[config.mk]
export PLATFORM = sky130hd
export DESIGN_NAME = triangle_traverser_flat
export DESIGN_NICKNAME = d
export VERILOG_FILES = /design/src/rtl/triangle_traverser_if.sv /design/src/rtl/triangle_traverser.sv /design/src/flat_wrapper.sv
export SDC_FILE = /design/constraint.sdc
export NUM_CORES = 1
export LEC_CHECK = 0
export CAP_MARGIN = 15
export CORE_ASPECT_RATIO = 0.9
export CORE_UTILIZATION = 52
export DETAILED_ROUTE_END_ITERATION = 6
export GPL_ROUTABILITY_DRIVEN = 1
export GPL_TIMING_DRIVEN = 0
export PLACE_DENSITY = 0.87
export SLEW_MARGIN = 5
export SYNTH_ARGS = -nofsm -noshare
export SYNTH_HDL_FRONTEND = slang
export SYNTH_SLANG_ARGS = --single-unit
[constraint.sdc]
create_clock -name clk -period 18.1 [get_ports clk]
set_input_delay 3.62 -clock clk [delete_from_list [all_inputs] [get_ports clk]]
set_output_delay 3.62 -clock clk [all_outputs]
set_load 0.03 [all_outputs]
[src/rtl/triangle_traverser_if.sv]
// triangle_traverser_if
//   Bundles the signals of the bounding-box traversal unit.
//   Triangle handshake : tri_valid/tri_ready, tri_ax..tri_cy (10b vertices)
//   Rasterizer link    : ras_ax..ras_cy, ras_x, ras_y out to the rasterizer;
//                        ras_ua/va/wa/a (20b areas) and ras_visible back
//   Fragment handshake : frag_valid/frag_ready, frag_x/y, frag_ua/va/wa/a
//   Status             : done (one-cycle completion pulse)
//   Modports: slave = traverser view, master = environment view
//   (triangle source, rasterizer and fragment sink).
interface triangle_traverser_if;
    logic       tri_valid;
    logic       tri_ready;
    logic [9:0] tri_ax, tri_ay, tri_bx, tri_by, tri_cx, tri_cy;

    logic [9:0]  ras_ax, ras_ay, ras_bx, ras_by, ras_cx, ras_cy;
    logic [9:0]  ras_x, ras_y;
    logic [19:0] ras_ua, ras_va, ras_wa, ras_a;
    logic        ras_visible;

    logic        frag_valid;
    logic        frag_ready;
    logic [9:0]  frag_x, frag_y;
    logic [19:0] frag_ua, frag_va, frag_wa, frag_a;

    logic done;

    modport slave (
        input  tri_valid, tri_ax, tri_ay, tri_bx, tri_by, tri_cx, tri_cy,
        output tri_ready,
        output ras_ax, ras_ay, ras_bx, ras_by, ras_cx, ras_cy, ras_x, ras_y,
        input  ras_ua, ras_va, ras_wa, ras_a, ras_visible,
        output frag_valid, frag_x, frag_y, frag_ua, frag_va, frag_wa, frag_a,
        input  frag_ready,
        output done
    );

    modport master (
        output tri_valid, tri_ax, tri_ay, tri_bx, tri_by, tri_cx, tri_cy,
        input  tri_ready,
        input  ras_ax, ras_ay, ras_bx, ras_by, ras_cx, ras_cy, ras_x, ras_y,
        output ras_ua, ras_va, ras_wa, ras_a, ras_visible,
        input  frag_valid, frag_x, frag_y, frag_ua, frag_va, frag_wa, frag_a,
        output frag_ready,
        input  done
    );
endinterface

[src/rtl/triangle_traverser.sv]
// triangle_traverser
//   Sequential bounding-box traversal feeding a combinational rasterizer.
//   Accepts one triangle, walks its screen-clipped bounding box in raster
//   order (one pixel per cycle), and emits every covered pixel with its raw
//   barycentric areas as a fragment.
//   Ports:
//     clk  - clock, all state on the rising edge
//     rst  - asynchronous active-high reset
//     bus  - triangle_traverser_if.slave (triangle in, rasterizer link,
//            fragment out, done pulse)
//   Parameters: WIDTH/HEIGHT screen size; coordinates clip to WIDTH-1/HEIGHT-1.
module triangle_traverser #(
    parameter int unsigned WIDTH  = 640,
    parameter int unsigned HEIGHT = 480
) (
    input logic                  clk,
    input logic                  rst,
    triangle_traverser_if.slave  bus
);

    localparam logic [9:0] XLIM = 10'(WIDTH - 1);
    localparam logic [9:0] YLIM = 10'(HEIGHT - 1);

    typedef enum logic [1:0] {IDLE, SETUP, SCAN, DONE} state_t;

    state_t      state;
    logic [9:0]  ax, ay, bx, by, cx, cy;
    logic [9:0]  px, py;
    logic [9:0]  xmin, xmax, ymax;
    logic        fvalid;
    logic [9:0]  fx, fy;
    logic [19:0] fua, fva, fwa, fa;

    logic [9:0]  lo_x, hi_x, lo_y, hi_y;
    logic        accept, load, advance, last_col, last_px, done_w;

    function automatic logic [9:0] min3(input logic [9:0] a, b, c);
        logic [9:0] m;
        m = (a < b) ? a : b;
        return (c < m) ? c : m;
    endfunction

    function automatic logic [9:0] max3(input logic [9:0] a, b, c);
        logic [9:0] m;
        m = (a > b) ? a : b;
        return (c > m) ? c : m;
    endfunction

    always_comb begin
        lo_x = min3(ax, bx, cx);
        hi_x = max3(ax, bx, cx);
        lo_y = min3(ay, by, cy);
        hi_y = max3(ay, by, cy);
    end

    // A visible pixel may only be captured when the fragment register is
    // free or being emptied this cycle; otherwise the scan stalls on it.
    always_comb begin
        accept   = fvalid && bus.frag_ready;
        load     = (state == SCAN) && bus.ras_visible && (!fvalid || bus.frag_ready);
        advance  = (state == SCAN) && (!bus.ras_visible || load);
        last_col = (px == xmax);
        last_px  = last_col && (py == ymax);
        done_w   = (state == DONE) && (!fvalid || bus.frag_ready);
    end

    assign bus.tri_ready  = (state == IDLE);
    assign bus.done       = done_w;
    assign bus.ras_ax     = ax;
    assign bus.ras_ay     = ay;
    assign bus.ras_bx     = bx;
    assign bus.ras_by     = by;
    assign bus.ras_cx     = cx;
    assign bus.ras_cy     = cy;
    assign bus.ras_x      = px;
    assign bus.ras_y      = py;
    assign bus.frag_valid = fvalid;
    assign bus.frag_x     = fx;
    assign bus.frag_y     = fy;
    assign bus.frag_ua    = fua;
    assign bus.frag_va    = fva;
    assign bus.frag_wa    = fwa;
    assign bus.frag_a     = fa;

    always_ff @(posedge clk or posedge rst) begin
        if (rst) begin
            state  <= IDLE;
            ax     <= '0;
            ay     <= '0;
            bx     <= '0;
            by     <= '0;
            cx     <= '0;
            cy     <= '0;
            px     <= '0;
            py     <= '0;
            xmin   <= '0;
            xmax   <= '0;
            ymax   <= '0;
            fvalid <= 1'b0;
            fx     <= '0;
            fy     <= '0;
            fua    <= '0;
            fva    <= '0;
            fwa    <= '0;
            fa     <= '0;
        end else begin
            // The fragment register drains in every state; it only fills in SCAN.
            if (load) begin
                fvalid <= 1'b1;
                fx     <= px;
                fy     <= py;
                fua    <= bus.ras_ua;
                fva    <= bus.ras_va;
                fwa    <= bus.ras_wa;
                fa     <= bus.ras_a;
            end else if (accept) begin
                fvalid <= 1'b0;
            end

            case (state)
                IDLE: begin
                    if (bus.tri_valid) begin
                        ax    <= bus.tri_ax;
                        ay    <= bus.tri_ay;
                        bx    <= bus.tri_bx;
                        by    <= bus.tri_by;
                        cx    <= bus.tri_cx;
                        cy    <= bus.tri_cy;
                        state <= SETUP;
                    end
                end
                SETUP: begin
                    xmin <= lo_x;
                    xmax <= (hi_x > XLIM) ? XLIM : hi_x;
                    ymax <= (hi_y > YLIM) ? YLIM : hi_y;
                    // Triangle area does not depend on the pixel, so the
                    // rasterizer's ras_a is already valid here.
                    if (lo_x > XLIM || lo_y > YLIM || bus.ras_a == '0) begin
                        state <= DONE;
                    end else begin
                        px    <= lo_x;
                        py    <= lo_y;
                        state <= SCAN;
                    end
                end
                SCAN: begin
                    if (advance) begin
                        if (last_px) begin
                            state <= DONE;
                        end else if (last_col) begin
                            px <= xmin;
                            py <= py + 10'd1;
                        end else begin
                            px <= px + 10'd1;
                        end
                    end
                end
                DONE: begin
                    if (done_w) state <= IDLE;
                end
                default: state <= IDLE;
            endcase
        end
    end

endmodule

[src/flat_wrapper.sv]
// flat-port wrapper written by rule: the top's interface ports become plain ports
module triangle_traverser_flat 
#(
    parameter int unsigned WIDTH  = 640,
    parameter int unsigned HEIGHT = 480
)
  (clk, rst, bus_tri_valid, bus_tri_ax, bus_tri_ay, bus_tri_bx, bus_tri_by, bus_tri_cx, bus_tri_cy, bus_tri_ready, bus_ras_ax, bus_ras_ay, bus_ras_bx, bus_ras_by, bus_ras_cx, bus_ras_cy, bus_ras_x, bus_ras_y, bus_ras_ua, bus_ras_va, bus_ras_wa, bus_ras_a, bus_ras_visible, bus_frag_valid, bus_frag_x, bus_frag_y, bus_frag_ua, bus_frag_va, bus_frag_wa, bus_frag_a, bus_frag_ready, bus_done);
  triangle_traverser_if bus_i ();
  input logic clk;
  input logic rst;
  input wire logic [$bits(bus_i.tri_valid)-1:0] bus_tri_valid;
  input wire logic [$bits(bus_i.tri_ax)-1:0] bus_tri_ax;
  input wire logic [$bits(bus_i.tri_ay)-1:0] bus_tri_ay;
  input wire logic [$bits(bus_i.tri_bx)-1:0] bus_tri_bx;
  input wire logic [$bits(bus_i.tri_by)-1:0] bus_tri_by;
  input wire logic [$bits(bus_i.tri_cx)-1:0] bus_tri_cx;
  input wire logic [$bits(bus_i.tri_cy)-1:0] bus_tri_cy;
  output wire logic [$bits(bus_i.tri_ready)-1:0] bus_tri_ready;
  output wire logic [$bits(bus_i.ras_ax)-1:0] bus_ras_ax;
  output wire logic [$bits(bus_i.ras_ay)-1:0] bus_ras_ay;
  output wire logic [$bits(bus_i.ras_bx)-1:0] bus_ras_bx;
  output wire logic [$bits(bus_i.ras_by)-1:0] bus_ras_by;
  output wire logic [$bits(bus_i.ras_cx)-1:0] bus_ras_cx;
  output wire logic [$bits(bus_i.ras_cy)-1:0] bus_ras_cy;
  output wire logic [$bits(bus_i.ras_x)-1:0] bus_ras_x;
  output wire logic [$bits(bus_i.ras_y)-1:0] bus_ras_y;
  input wire logic [$bits(bus_i.ras_ua)-1:0] bus_ras_ua;
  input wire logic [$bits(bus_i.ras_va)-1:0] bus_ras_va;
  input wire logic [$bits(bus_i.ras_wa)-1:0] bus_ras_wa;
  input wire logic [$bits(bus_i.ras_a)-1:0] bus_ras_a;
  input wire logic [$bits(bus_i.ras_visible)-1:0] bus_ras_visible;
  output wire logic [$bits(bus_i.frag_valid)-1:0] bus_frag_valid;
  output wire logic [$bits(bus_i.frag_x)-1:0] bus_frag_x;
  output wire logic [$bits(bus_i.frag_y)-1:0] bus_frag_y;
  output wire logic [$bits(bus_i.frag_ua)-1:0] bus_frag_ua;
  output wire logic [$bits(bus_i.frag_va)-1:0] bus_frag_va;
  output wire logic [$bits(bus_i.frag_wa)-1:0] bus_frag_wa;
  output wire logic [$bits(bus_i.frag_a)-1:0] bus_frag_a;
  input wire logic [$bits(bus_i.frag_ready)-1:0] bus_frag_ready;
  output wire logic [$bits(bus_i.done)-1:0] bus_done;
  assign bus_i.tri_valid = bus_tri_valid;
  assign bus_i.tri_ax = bus_tri_ax;
  assign bus_i.tri_ay = bus_tri_ay;
  assign bus_i.tri_bx = bus_tri_bx;
  assign bus_i.tri_by = bus_tri_by;
  assign bus_i.tri_cx = bus_tri_cx;
  assign bus_i.tri_cy = bus_tri_cy;
  assign bus_tri_ready = bus_i.tri_ready;
  assign bus_ras_ax = bus_i.ras_ax;
  assign bus_ras_ay = bus_i.ras_ay;
  assign bus_ras_bx = bus_i.ras_bx;
  assign bus_ras_by = bus_i.ras_by;
  assign bus_ras_cx = bus_i.ras_cx;
  assign bus_ras_cy = bus_i.ras_cy;
  assign bus_ras_x = bus_i.ras_x;
  assign bus_ras_y = bus_i.ras_y;
  assign bus_i.ras_ua = bus_ras_ua;
  assign bus_i.ras_va = bus_ras_va;
  assign bus_i.ras_wa = bus_ras_wa;
  assign bus_i.ras_a = bus_ras_a;
  assign bus_i.ras_visible = bus_ras_visible;
  assign bus_frag_valid = bus_i.frag_valid;
  assign bus_frag_x = bus_i.frag_x;
  assign bus_frag_y = bus_i.frag_y;
  assign bus_frag_ua = bus_i.frag_ua;
  assign bus_frag_va = bus_i.frag_va;
  assign bus_frag_wa = bus_i.frag_wa;
  assign bus_frag_a = bus_i.frag_a;
  assign bus_i.frag_ready = bus_frag_ready;
  assign bus_done = bus_i.done;
  triangle_traverser #(.WIDTH(WIDTH), .HEIGHT(HEIGHT)) u_core (.clk(clk), .rst(rst), .bus(bus_i));
endmodule
==> run metrics <==
Crit Path Category=in2out; area leader, netlist=dfrtp_1; Buf/Inv on CP=3; post-CTS sizing=0; compound-cell area share of the yosys netlist=10.53%; via/cell ratio=5.560; Remaining Overflow, GRT=0; Setup Buffers After CTS=0; post-synthesis cell type count=53; Worst path slowest cell=clkdlybuf4s50_1; syn avg cell area=11.32 um^2; row count=50; Yosys top cell area share=47.61%; min-delay src=u_core.xmin[1]; initial antenna violation count=1; Synth area leaders=dfrtp_1, mux2_2, ha_1; reg2reg setup slack=12.86 ns; minimum clock period=8.854 ns; clock buffer depth=3; Seq cells post-synth=213; synthesized cell area=11200 um^2; hpwl dp=24190 um; Worst R2R Start=u_core.bus.ras_by[5]; CTS Buf Count=24; worst skew pair latency=0.51 ns; Adder-Cell Fraction of Synth Area=7.152%; outcome=finished clean; R2R cell count=20; core footprint=20960 um^2; via count=9141; CP Max Fanout=5; Synth Area in Simple Gates=8.337%; Hold Path End=u_core.xmin[1]; crit path DAT=5.23 ns; hold_buf cts=0; commonest non-fill, non-tap cell in the layout=clkdlybuf4s50_1; WP data required=14.48 ns; total track usage=29.04%; Achievable Freq=0.1129 GHz; crit-path cells=clkdlybuf4s50_1, nor2b_1, clkbuf_1, nor2b_1, clkdlybuf4s50_1; Max Cap Viol=0; CTS tree=done; number of routed nets with antenna violations=0; final setup vio count=0; xor-xnor portion of the synthesized cell area=2.190%; Detailed Route Iter0 Violations=617; Area Overhead vs Synth=39.52%; routability congestion estimate=0.8772; CP delay by family, top=buffers and inverters; Clk pin slew, worst setup/hold paths=0.06 ns; Worst-Margin Slew=0.8453 ns; async set-reset flop share out of synthesis=100.0%; # IOs=328; final wirelength=31980 um; Syn Inst Count=989; global-route wire length before repair=50160 um; largest net degree at the start of global routing=109; commonest cells after routing, fill and taps aside=clkdlybuf4s50_1, dfrtp_1, mux2_2; Main synth FF type=dfrtp_1; post-synthesis mux area share=20.94%; chip height=141.2 um; layout cells sized above 1=16.88%; drt wl/cell=19.45 um; largest family of logic cells by synthesized area=multiplexers; vias in the first global route=9487; slowest stage delay, CP=0.82 ns; Yosys warnings=0; syn_nets=1198; R2R Path End=u_core.bus.ras_y[9]; unrepaired setup endpoints after global routing=no; Post-synth EDFFs=0; Clock H-tree levels=1; Worst Clk Skew=0.01033 ns; Setup TNS Final=0 ns; final worst path period share=48.92%; Max Slew Vio Count=0; max_slew headroom=43.44%; Final Hold Fails=0; overall die width=156.7 um; CTS Sinks=213; CP endpoint kind=output port; IO buf count=327; nets@finish=1552; # DRC=0; Starting Density=53.42%; Hold Crit Depth=2; post-synthesis sequential area ratio=47.61%; Hold Crit Class=reg2reg; Die ar.=22120 um^2; drt pass-1 iters=5; crit path launch type=input pin; Root Buffer=clkbuf_16
-- flip-flops by register name (all words and copies together) (netlist names), 20 cells and up --
register and count:
u_core.bus.frag_a 20, u_core.bus.frag_ua 20, u_core.bus.frag_va 20, u_core.bus.frag_wa 20
-- per-layer routing --
metal	part of all wire (%)	GRT usage (%)	vias up
met4	3.2	10.58	0
met1	41	36.67	4474
li1	-	-	4273
met3	5.3	5.164	79
met2	51	49.84	315
met5	0	0	-
-- worst max path at each step --
| stage | slack, ns | end | start | depth (start not counted) |
|---|---|---|---|---|
| 3_3_place_gp | 5.99 | u_core.bus.ras_bx[1] | rst | 2 |
| 6_report | 9.25 | bus_done | bus_frag_ready | 5 |
| 5_1_grt | 9.18 | bus_done | bus_frag_ready | 5 |
| 4_1_cts | 9.25 | bus_done | bus_frag_ready | 5 |
| 3_5_place_dp | 9.26 | bus_done | bus_frag_ready | 5 |
| 2_1_floorplan | 8.66 | u_core.bus.frag_a[0] | rst | 1 |
-- layout make-up --
type | count | area, um^2
multi-input cells | 687 | 5503
fillers | 1461 | 5338
flip-flops and latches | 213 | 5330
repair buffers | 328 | 3301
clock buffers | 37 | 740.7
well taps | 286 | 357.8
plain buffers | 46 | 201.4
inverters | 43 | 168.9
clock inverters | 3 | 15.01
diodes | 1 | 2.502
-- cell families after synthesis --
logic type / Yosys count
xor+xnor: 28
mux: 209
compound gates: 191
simple gates: 195
fa+ha+maj: 64
buf+inv: 89
flops: 213
-- stage by stage --
stage,cell area [um^2],util [%],instances,hold WS (ns),worst slack (ns)
2_1_floorplan,11200,-,989,0.4492,8.657
3_3_place_gp,14830,70.75,1602,0.4684,5.994
3_5_place_dp,14860,70.91,1603,0.4753,9.264
4_1_cts,15620,74.52,1643,0.4892,9.253
5_1_grt,15620,74.53,1644,0.5047,9.177
6_report,15620,74.53,1644,0.4899,9.246
-- worst reg2reg max path, stage by stage (launching register included) --
cell and delay [ns]:
dfrtp_1 0.43, inv_1 0.09, ha_1 0.33, and4_1 0.18, o21ai_1 0.08, a31o_2 0.20
and2_1 0.19, clkbuf_1 0.35, clkbuf_1 0.39, nor2_1 0.07, a21oi_1 0.23, ha_1 0.30
a21oi_1 0.15, o21a_1 0.21, nand4_1 0.12, o211ai_2 0.46, mux2i_1 0.27, o31ai_1 0.45
clkbuf_1 0.44, nand3_1 0.14, nand3_1 0.11
-- synthesized netlist by cell type (all sizes together), types with 7 or more instances --
master	count
a21oi	74
buf	14
clkbuf	32
dfrtp	213
ha	64
inv	43
mux2	175
mux2i	34
nand2	61
nand3	24
nand4	13
nor2	46
nor2b	11
nor4	10
o211ai	15
o21a	7
o21ai	49
o22a	9
xnor2	13
xor2	15
Power is left out: the tool's default activity adds up to more than one toggle a clock period on the data nets, which glitch-free logic cannot reach.
